$ cat src/rtl/clock_set_ctrl_if.sv
// Key pulses into, and display fields out of, clock_set_ctrl.
interface clock_set_ctrl_if;
  logic       key_mode;
  logic       key_inc;
  logic       key_dec;
  logic [4:0] hour;
  logic [5:0] min;
  logic [5:0] sec;
  logic [5:0] blank;
  logic [1:0] mode;
  logic       tick_1s;

  modport master (
    output key_mode, key_inc, key_dec,
    input  hour, min, sec, blank, mode, tick_1s
  );

  modport slave (
    input  key_mode, key_inc, key_dec,
    output hour, min, sec, blank, mode, tick_1s
  );
endinterface

$ cat src/rtl/clock_set_ctrl.sv
// Time-keeping / time-setting controller for the segment-display clock.
// Define CLOCK_PRESET_EN to reset to INIT_HOUR:INIT_MIN:INIT_SEC instead of 00:00:00.
module clock_set_ctrl #(
  parameter int unsigned CNT_1S    = 50_000_000,
  parameter int unsigned BLINK_CNT = 12_500_000,
  parameter int unsigned INIT_HOUR = 22,
  parameter int unsigned INIT_MIN  = 46,
  parameter int unsigned INIT_SEC  = 40
) (
  input logic           clk,
  input logic           rstn,
  clock_set_ctrl_if.slave io
);

  localparam int unsigned PW = $clog2(CNT_1S);
  localparam int unsigned BW = (BLINK_CNT > 1) ? $clog2(BLINK_CNT) : 1;
  localparam logic [PW-1:0] PRESC_LAST = PW'(CNT_1S - 1);
  localparam logic [BW-1:0] BLINK_LAST = BW'(BLINK_CNT - 1);

`ifdef CLOCK_PRESET_EN
  localparam bit PRESET = 1'b1;
`else
  localparam bit PRESET = 1'b0;
`endif
  localparam logic [4:0] RST_HOUR = PRESET ? 5'(INIT_HOUR) : '0;
  localparam logic [5:0] RST_MIN  = PRESET ? 6'(INIT_MIN)  : '0;
  localparam logic [5:0] RST_SEC  = PRESET ? 6'(INIT_SEC)  : '0;

  typedef enum logic [1:0] {
    RUN      = 2'd0,
    SET_HOUR = 2'd1,
    SET_MIN  = 2'd2,
    SET_SEC  = 2'd3
  } state_t;

  state_t          state, state_n;
  logic [4:0]      hour_q, hour_n;
  logic [5:0]      min_q, min_n, sec_q, sec_n;
  logic [PW-1:0]   presc_q, presc_n;
  logic [BW-1:0]   bcnt_q, bcnt_n;
  logic            bph_q, bph_n;
  logic [5:0]      blank_q, blank_n;
  logic            tick_q, tick_n;
  logic            adj;

  // Out-of-range values (>= last) go to 0 on increment.
  function automatic logic [5:0] inc_wrap(input logic [5:0] v, input logic [5:0] last);
    return (v >= last) ? 6'd0 : v + 6'd1;
  endfunction

  function automatic logic [5:0] dec_wrap(input logic [5:0] v, input logic [5:0] last);
    return (v == 6'd0) ? last : v - 6'd1;
  endfunction

  always_comb begin
    state_n = state;
    hour_n  = hour_q;
    min_n   = min_q;
    sec_n   = sec_q;
    presc_n = '0;
    tick_n  = 1'b0;
    bcnt_n  = (bcnt_q == BLINK_LAST) ? '0 : bcnt_q + BW'(1);
    bph_n   = bph_q ^ (bcnt_q == BLINK_LAST);
    // key_mode wins over inc/dec; both inc and dec together cancel.
    adj     = (io.key_inc ^ io.key_dec) & ~io.key_mode;

    if (io.key_mode) begin
      bcnt_n = '0;
      bph_n  = 1'b0;
      case (state)
        RUN:      state_n = SET_HOUR;
        SET_HOUR: state_n = SET_MIN;
        SET_MIN:  state_n = SET_SEC;
        default:  state_n = RUN;
      endcase
    end

    case (state)
      RUN: begin
        if (presc_q == PRESC_LAST) begin
          tick_n = 1'b1;
          sec_n  = inc_wrap(sec_q, 6'd59);
          if (sec_q >= 6'd59) begin
            min_n = inc_wrap(min_q, 6'd59);
            if (min_q >= 6'd59)
              hour_n = 5'(inc_wrap({1'b0, hour_q}, 6'd23));
          end
        end else begin
          presc_n = presc_q + PW'(1);
        end
      end
      SET_HOUR: if (adj)
        hour_n = io.key_inc ? 5'(inc_wrap({1'b0, hour_q}, 6'd23))
                            : 5'(dec_wrap({1'b0, hour_q}, 6'd23));
      SET_MIN: if (adj)
        min_n = io.key_inc ? inc_wrap(min_q, 6'd59) : dec_wrap(min_q, 6'd59);
      default: if (adj)
        sec_n = io.key_inc ? inc_wrap(sec_q, 6'd59) : dec_wrap(sec_q, 6'd59);
    endcase

    case (state_n)
      SET_HOUR: blank_n = {{2{bph_n}}, 4'b0000};
      SET_MIN:  blank_n = {2'b00, {2{bph_n}}, 2'b00};
      SET_SEC:  blank_n = {4'b0000, {2{bph_n}}};
      default:  blank_n = '0;
    endcase
  end

  always_ff @(posedge clk or negedge rstn) begin
    if (!rstn) begin
      state   <= RUN;
      hour_q  <= RST_HOUR;
      min_q   <= RST_MIN;
      sec_q   <= RST_SEC;
      presc_q <= '0;
      bcnt_q  <= '0;
      bph_q   <= 1'b0;
      blank_q <= '0;
      tick_q  <= 1'b0;
    end else begin
      state   <= state_n;
      hour_q  <= hour_n;
      min_q   <= min_n;
      sec_q   <= sec_n;
      presc_q <= presc_n;
      bcnt_q  <= bcnt_n;
      bph_q   <= bph_n;
      blank_q <= blank_n;
      tick_q  <= tick_n;
    end
  end

  assign io.hour    = hour_q;
  assign io.min     = min_q;
  assign io.sec     = sec_q;
  assign io.blank   = blank_q;
  assign io.mode    = state;
  assign io.tick_1s = tick_q;

endmodule

$ cat src/flat_wrapper.sv
// flat-port wrapper written by rule: the top's interface ports become plain ports
module clock_set_ctrl_flat 
#(
  parameter int unsigned CNT_1S    = 50_000_000,
  parameter int unsigned BLINK_CNT = 12_500_000,
  parameter int unsigned INIT_HOUR = 22,
  parameter int unsigned INIT_MIN  = 46,
  parameter int unsigned INIT_SEC  = 40
)
  (clk, rstn, io_key_mode, io_key_inc, io_key_dec, io_hour, io_min, io_sec, io_blank, io_mode, io_tick_1s);
  clock_set_ctrl_if io_i ();
  input logic clk;
  input logic rstn;
  input wire logic [$bits(io_i.key_mode)-1:0] io_key_mode;
  input wire logic [$bits(io_i.key_inc)-1:0] io_key_inc;
  input wire logic [$bits(io_i.key_dec)-1:0] io_key_dec;
  output wire logic [$bits(io_i.hour)-1:0] io_hour;
  output wire logic [$bits(io_i.min)-1:0] io_min;
  output wire logic [$bits(io_i.sec)-1:0] io_sec;
  output wire logic [$bits(io_i.blank)-1:0] io_blank;
  output wire logic [$bits(io_i.mode)-1:0] io_mode;
  output wire logic [$bits(io_i.tick_1s)-1:0] io_tick_1s;
  assign io_i.key_mode = io_key_mode;
  assign io_i.key_inc = io_key_inc;
  assign io_i.key_dec = io_key_dec;
  assign io_hour = io_i.hour;
  assign io_min = io_i.min;
  assign io_sec = io_i.sec;
  assign io_blank = io_i.blank;
  assign io_mode = io_i.mode;
  assign io_tick_1s = io_i.tick_1s;
  clock_set_ctrl #(.CNT_1S(CNT_1S), .BLINK_CNT(BLINK_CNT), .INIT_HOUR(INIT_HOUR), .INIT_MIN(INIT_MIN), .INIT_SEC(INIT_SEC)) u_core (.clk(clk), .rstn(rstn), .io(io_i));
endmodule
$ cat config.mk
export PLATFORM = sky130hd
export DESIGN_NAME = clock_set_ctrl_flat
export DESIGN_NICKNAME = d
export VERILOG_FILES = /design/src/rtl/clock_set_ctrl_if.sv /design/src/rtl/clock_set_ctrl.sv /design/src/flat_wrapper.sv
export SDC_FILE = /design/constraint.sdc
export NUM_CORES = 1
export LEC_CHECK = 0
export CORE_UTILIZATION = 45
export DETAILED_ROUTE_END_ITERATION = 12
export PLACE_DENSITY = 0.62
export SYNTH_ARGS = -nofsm -noshare
export SYNTH_HDL_FRONTEND = slang
export SYNTH_SLANG_ARGS = --single-unit
export TNS_END_PERCENT = 30
$ cat constraint.sdc
create_clock -name clk -period 3.32 [get_ports clk]
set_input_delay 0.498 -clock clk [delete_from_list [all_inputs] [get_ports clk]]
set_output_delay 0.498 -clock clk [all_outputs]
set_load 0.005 [all_outputs]
==> flow_metrics.env <==
export IMPL_syn_inst=492
export IMPL_grt_most_used_layer="met2"
export IMPL_portBuffers=30
export IMPL_clockBufferDepth=2
export IMPL_drive_above_1_share_pct=5.62
export IMPL_worst_slack_ns=0.743
export IMPL_ant_nets=0
export IMPL_rows=35
export IMPL_avgSynthCellArea_sq_um=8.88
export IMPL_dr_pass1_iters=4
export IMPL_critical_path_cell_chain="inv_1 > ha_1 > nor3b_1 > nand4_1 > nor3_2 > o21a_1 > mux2_2"
export IMPL_start_util_pct=46.8
export IMPL_grt_pass1_vias=3424
export IMPL_synth_area_leader_cell="dfrtp_1"
export IMPL_cts_made_buffers=9
export IMPL_skew_ns=0.0140
export IMPL_gp_congestion=0.871
export IMPL_route_detailed_drc=0
export IMPL_synth_top_flop_cell="dfrtp_1"
export IMPL_slowest_stage="dfrtp_1"
export IMPL_grt_pass1_wl_mm=16.1
export IMPL_final_cell_mix="74 x nor2_1, 74 x dfrtp_1, 34 x nand2_1"
export IMPL_ctsHoldBuffers=0
export IMPL_async_flop_share_pct=100
export IMPL_fill_cells=864
export IMPL_grt_start_max_net_pins=75
export IMPL_instances_no_fill=645
export IMPL_ys_top_cells_by_area="dfrtp_1 42%, nor2_1 6.4%, xnor2_1 6.0%"
export IMPL_end_kind="register"
export IMPL_finalSetupTns_ns=0
export IMPL_n_antenna_cell=0
export IMPL_pre_cts_slack_ns=0.654
export IMPL_dp_cells=630
export IMPL_clkLatencyLatePin_ns=0.35
export IMPL_yosysUniqueCellTypes=55
export IMPL_maxSlewViolCount=0
export IMPL_io_pins=31
export IMPL_post_cts_buffers=0
export IMPL_die_w_um=101
export IMPL_syn_nets=510
export IMPL_cp_data_required_time_ns=3.56
export IMPL_crit_path_max_incr_delay_ns=0.44
export IMPL_synth_area_sq_mm=0.00437
export IMPL_relSlewSlack_pct=36.3
export IMPL_h_tree_depth=3
export IMPL_finalHoldViolCount=0
export IMPL_grtUsageMet2_pct=32.0
export IMPL_cts_tree="yes"
export IMPL_die_h_um=101
export IMPL_cap_violations=0
export IMPL_vias=3568
export IMPL_finalSetupViolCount=0
export IMPL_antenna_found_initial=0
export IMPL_fin_nets=530
export IMPL_synth_edf_count=0
export IMPL_ys_warn_count=0
export IMPL_clkTransAtPathRegs_ns=0.09
export IMPL_ys_ff_latch=74
export IMPL_groute_usage_overall_pct=20.1
export IMPL_core_sq_mm=0.00933
export IMPL_drt_wl_total_mm=9.18
export IMPL_tightest_slew_ns=0.956
export IMPL_hpwl_mm=6.32
export IMPL_avgViaCountPerCell=5.53
export IMPL_fmax_ghz=0.388
export IMPL_yosys_area_top_type_share_pct=42.4
export IMPL_critPathLaunchType="register"
export IMPL_status="completed"
export IMPL_fin_crit_ns=2.58
export IMPL_arrival_ns=2.81
export IMPL_dieArea_sq_mm=0.0101
export IMPL_cts_root_buf="clkbuf_8"
export IMPL_critPathKind="register to register"
export IMPL_wire_per_inst_um=14.2
export IMPL_rsz0062_at_grt="false"
export IMPL_gr_total_overflow=0
export IMPL_ir_worst_vdd_mv=0.252
export IMPL_fin_crit_sh_pct=77.6
export IMPL_drtIter0Drc=125
export IMPL_grtUsageMet3_pct=2.84
export IMPL_hp_class="primary input to async pin"
export IMPL_cellPowerDensity_mw_per_mm2=663
export IMPL_synth_seq_area_share_pct=42.4
export IMPL_area_growth_pct=13.1
export IMPL_met1_usage_pct=27.5
export IMPL_cts_resized=0
export IMPL_cp_max_fo=9
export IMPL_clkSinkCount=74
export IMPL_leakage_nw=1.97
[per-stage QoR]
step                instance area, sq um  power, mW  util (%)  hold slack, ns
finish                              4940       3.27      53.0           0.267
global route                        4940       3.55      53.0           0.362
CTS                                 4940       3.30      53.0           0.323
detailed placement                  4750       2.59      50.9           0.508
global placement                    4750       2.58      50.9           0.471
floorplan                           4370       2.12         -           0.202
[synth_stat cells (9+ instances only)]
master,number
dfrtp_1,74
nor2_1,74
nand2_1,34
nand3_1,31
o21ai_0,30
xnor2_1,30
clkbuf_1,19
xor2_1,18
inv_1,17
nor3_1,17
ha_1,13
nand4_1,13
nor4_1,13
a21oi_1,12
and3_1,9
[state kept, by name (all words and copies together) (netlist names)]
register	flops
u_core.bcnt_q	24
u_core.bph_q	1
u_core.io.sec	6
u_core.io.tick_1s	1
u_core.io.hour	5
u_core.io.mode	2
u_core.io.min	6
u_core.io.blank	3
u_core.presc_q	26
[area by class of cell]
cell class | instances | area, sq um | area share [%]
Multi-Input combinational cell | 377 | 2350 | 47.6
Clock buffer | 10 | 138 | 2.79
Inverter | 17 | 63.8 | 1.29
Timing Repair Buffer | 33 | 320 | 6.48
Tap cell | 129 | 161 | 3.27
Sequential cell | 74 | 1850 | 37.5
Clock inverter | 5 | 55.1 | 1.11
[final timing paths]
| kind | depth (start not counted) | to | from | slack [ns] |
|---|---|---|---|---|
| worst max-delay path | 7 | u_core.io.min[1]$_DFFE_PN0P_ | u_core.io.mode[0]$_DFF_PN0_ | 0.74 |
| worst min-delay path | 1 | u_core.io.min[4]$_DFFE_PN0P_ | rstn | 0.27 |
| worst min register to register | 1 | u_core.io.blank[4]$_DFF_PN0_ | u_core.io.mode[1]$_DFF_PN0_ | 0.50 |
| worst max register to register | 7 | u_core.io.min[1]$_DFFE_PN0P_ | u_core.io.mode[0]$_DFF_PN0_ | 0.74 |
| min in group clk | 1 | u_core.io.blank[4]$_DFF_PN0_ | u_core.io.mode[1]$_DFF_PN0_ | 0.50 |
| max in group asynchronous | 1 | u_core.io.sec[2]$_DFFE_PN0P_ | rstn | 2.39 |
[metal layers]
metal	part of all wire, %	vias to the layer above
li1	-	1779
met1	49	1702
met2	45	74
met3	3.5	13
met4	1.6	0
met5	0	-
[cell families (layout without fill, tap and decap cells)]
| group | Yosys count | count (layout) | synth area share (%) |
|---|---|---|---|
| flops | 74 | 74 | 42.4 |
| buf+inv | 41 | 65 | 3.84 |
| fa+ha+maj | 13 | 13 | 3.72 |
| mux | 3 | 3 | 0.773 |
| simple gates | 227 | 227 | 26.5 |
| xor+xnor | 48 | 48 | 9.62 |
| compound gates | 86 | 86 | 13.2 |
[worst max-delay path, delay by kind of cell (launching register included)]
family          cells  cell delay (ns)
buf+inv             1             0.13
compound gates      1             0.26
fa+ha+maj           1             0.34
flops               1             0.44
mux                 1             0.36
simple gates        3             0.93
[report_power, final]
part / internal, mW / switching, mW
clock: 0.361 / 0.337
sequential: 1.02 / 0.257
combinational: 0.617 / 0.680
No activity file was read; power rests on OpenSTA's default activity.
